## src/rtl/crc16_fault.sv

```systemverilog
// CRC-16 engine (no reflection, no final XOR) folding one 16-bit word per enabled cycle.
// Optional stuck-at fault injector on the input word, enabled by `define CRC16_FAULT_INJECT_EN.
module crc16_fault #(
    parameter logic [15:0] POLY = 16'h1021,
    parameter logic [15:0] INIT = 16'hFFFF
) (
    input  logic        clk,
    input  logic        reset,
    input  logic        enable,
    input  logic [15:0] data_in,
    input  logic [15:0] fault_mask,
    input  logic [15:0] fault_value,
    output logic [15:0] crc_out
);

    logic [15:0] r_crc;
    logic [15:0] w_eff;
    logic [15:0] w_crcNext;
    logic        w_fb;

`ifdef CRC16_FAULT_INJECT_EN
    // Masked bits take the stuck value; unmasked fault_value bits never reach the datapath.
    assign w_eff = (data_in & ~fault_mask) | (fault_value & fault_mask);
`else
    wire w_unusedFault = ^{fault_mask, fault_value};
    assign w_eff = data_in;
`endif

    // Sixteen serial CRC steps unrolled into one combinational network, MSB first.
    always_comb begin
        w_crcNext = r_crc;
        w_fb      = 1'b0;
        for (int i = 15; i >= 0; i--) begin
            w_fb      = w_crcNext[15] ^ w_eff[i];
            w_crcNext = {w_crcNext[14:0], 1'b0} ^ (w_fb ? POLY : 16'h0000);
        end
    end

    always_ff @(posedge clk or posedge reset) begin
        if (reset) begin
            r_crc <= INIT;
        end else if (enable) begin
            r_crc <= w_crcNext;
        end
    end

    assign crc_out = r_crc;

endmodule

```

## config.mk

```make
export PLATFORM = sky130hd
export DESIGN_NAME = crc16_fault
export DESIGN_NICKNAME = d
export VERILOG_FILES = /design/src/rtl/crc16_fault.sv
export SDC_FILE = /design/constraint.sdc
export NUM_CORES = 1
export LEC_CHECK = 0
export CORE_AREA = 3 3 71 73
export DETAILED_ROUTE_END_ITERATION = 8
export DIE_AREA = 0 0 74 76
export PLACE_DENSITY_LB_ADDON = 0.05
export SLEW_MARGIN = 20
export SYNTH_ARGS = -nofsm -noshare
export SYNTH_HDL_FRONTEND = slang
export SYNTH_SLANG_ARGS = --single-unit
export TNS_END_PERCENT = 20
```

## constraint.sdc

```tcl
create_clock -name clk -period 2.3 [get_ports clk]
set_clock_uncertainty 0.05 [all_clocks]
set_input_delay 0.23 -clock clk [delete_from_list [all_inputs] [get_ports clk]]
set_output_delay 0.23 -clock clk [all_outputs]
set_load 0.01 [all_outputs]
```

==> reports/qor.yml <==
maxSlewHeadroom_pct: 56.0
timing.fmax_ghz: 0.464
synth_top_area_share_pct: 31.8
drt_iter0_drc: 17
cts_setup_buffers: 0
ant_nets: 0
p_leak_nw: 0.825
grt_pass1_vias: 900
synth.avg_cell_area_um2: 12.7
grt-ovfl-total: 0
worst_pin_slew_ns: 0.660
place_ws_ns: -0.0426
crit_path_end_kind: "register"
cts_root_buffer: "clkbuf_8"
maxCapViolCount: 0
htreeDepth: 1
finish.instance_area_um2: 1870
ys_seq_area_share_pct: 31.8
crit_type: "reg2reg"
finalCoreUtilization_pct: 42.3
cp.arrival_ns: 2.28
hold_class: "reg2reg"
wl_per_cell_um: 13.0
synthCells: 104
post-route-drc-count: 0
vias_per_cell: 4.09
io_pins: 67
final.setup.worst_slack_ns: 0.145
place_area_um2: 1820
grtUsageTotal_pct: 10.1
grt_start_max_net_pins: 23
async_reset_ff_share_pct: 100
rsz0062_at_grt: "false"
antenna_found_initial: 0
status: "completed"
ys_types: 20
setup-tns-final_ns: 0
synthFlopType: "dfstp_2"
dp_hpwl_mm: 2.10
drive_gt1_share_pct: 28.1
grt_pass1_wl_mm: 4.36
syn_to_final_growth_pct: 41.1
path_max_fanout: 4
fin_total_pwr_mw: 4.49
path_clk_slew_ns: 0.07
finalSetupViolCount: 0
antenna_cells: 0
vdd_drop_max_mv: 0.737
yosysTopAreaCell: "dfstp_2"
synth_nets: 155
period_minus_slack_ns: 2.15
drv_slew: 0
wl_mm: 2.68
num-nets-final: 206
startpoint_type: "register"
hold_buffers: 0
dieHeight_um: 76
die_w_um: 74
largest_register_ffs: 16
hold_viol: 0
cts.repair.resized: 0
rr_worst_depth: 5
cts_tree: "yes"
ys_ff_latch: 16
routabilityCongestion: 0.739
cts_buffers: 3
synth.area.top_cells: "dfstp_2 32%, xnor2_1 19%, xnor3_1 12%, xor2_1 6.6%, xor3_4 6.2%"
dr.pass1.iters: 4
initial_utilization_pct: 30.0
syn_area_um2: 1320
power_per_cell_area_nw_per_um2: 2410
fillers: 435
required_ns: 2.43
period_share_pct: 93.7
synth.most_common_cell: "xnor2_1"
synth_warnings: 0
clk_path_buf_depth: 2
synth_edf_count: 0
port_buffers: 34
coreArea_um2: 4410
synth_common_cells: "28 x xnor2_1, 16 x dfstp_2, 11 x nor2_1"
die-area_um2: 5620
cts.sinks: 16
dr_total_vias: 839
min_path_cells: 1
num_rows: 24
worstSkewPairLatency_ns: 0.25
[area by class of cell]
cell class	count	area (µm²)	area share (%)
clock buffers	3	41.3	2.21
inverters	2	7.51	0.402
multi-input cells	84	886	47.5
flip-flops and latches	16	420	22.5
well taps	52	65.1	3.49
repair buffers	48	445	23.9
[cells by family (layout without fill, tap and decap cells)]
group	after synthesis	in the layout	synth area share, %
xor gates and xnor gates	56	56	57.0
and+or+nand+nor	18	18	5.49
DFF	16	16	31.8
AOI/OAI and AO/OA	8	8	3.03
buffers and inverters	4	53	1.23
muxes	2	2	1.51
[metal layers]
layer	track usage (%)	routed length [µm]
met1	14.7	1250
met2	14.8	1230
met3	1.98	174
met4	3.26	22
met5	0	0
[cells in the final DEF, fill, tap and decap left out, types with 2 or more instances in the layout]
| master | n |
|---|---|
| buf_4 | 14 |
| xor3_1 | 2 |
| xnor2_1 | 28 |
| nand2_1 | 5 |
| nor2_1 | 11 |
| mux2i_1 | 2 |
| dfstp_2 | 16 |
| xor2_1 | 10 |
| xor3_4 | 3 |
| a21oi_1 | 8 |
| clkbuf_8 | 3 |
| clkdlybuf4s50_1 | 34 |
| xnor3_1 | 7 |
| inv_1 | 2 |
| xnor3_2 | 2 |
[stage by stage]
step	cells	hold slack, ns
final	205	0.451
after global routing	205	0.471
after CTS	205	0.453
after detailed placement	202	0.442
after global placement	202	0.439
after floorplan	104	0.395
[final timing paths]
| kind | start | to | slack (ns) |
|---|---|---|---|
| setup / recovery | crc_out[11]$_DFFE_PP1P_ | crc_out[15]$_DFFE_PP1P_ | 0.15 |
| hold / removal | crc_out[7]$_DFFE_PP1P_ | crc_out[7]$_DFFE_PP1P_ | 0.45 |
| setup reg to reg | crc_out[11]$_DFFE_PP1P_ | crc_out[15]$_DFFE_PP1P_ | 0.15 |
| hold reg to reg | crc_out[7]$_DFFE_PP1P_ | crc_out[7]$_DFFE_PP1P_ | 0.45 |
| max in group asynchronous | reset | crc_out[5]$_DFFE_PP1P_ | 1.48 |
| min in group asynchronous | reset | crc_out[12]$_DFFE_PP1P_ | 0.69 |
[power by group]
part	switching, mW	internal, mW	leakage [nW]
Combinational	1.31	2.21	0.635
Clock	0.100	0.116	0.0216
Sequential	0.161	0.591	0.168
[critical path: stages, from the launching register on]
cell,delay [ns]
dfstp_2,0.58
xnor3_1,0.47
xor2_1,0.26
xnor3_1,0.43
nor2_1,0.14
xor2_1,0.17
(Power assumes the default switching activity.)
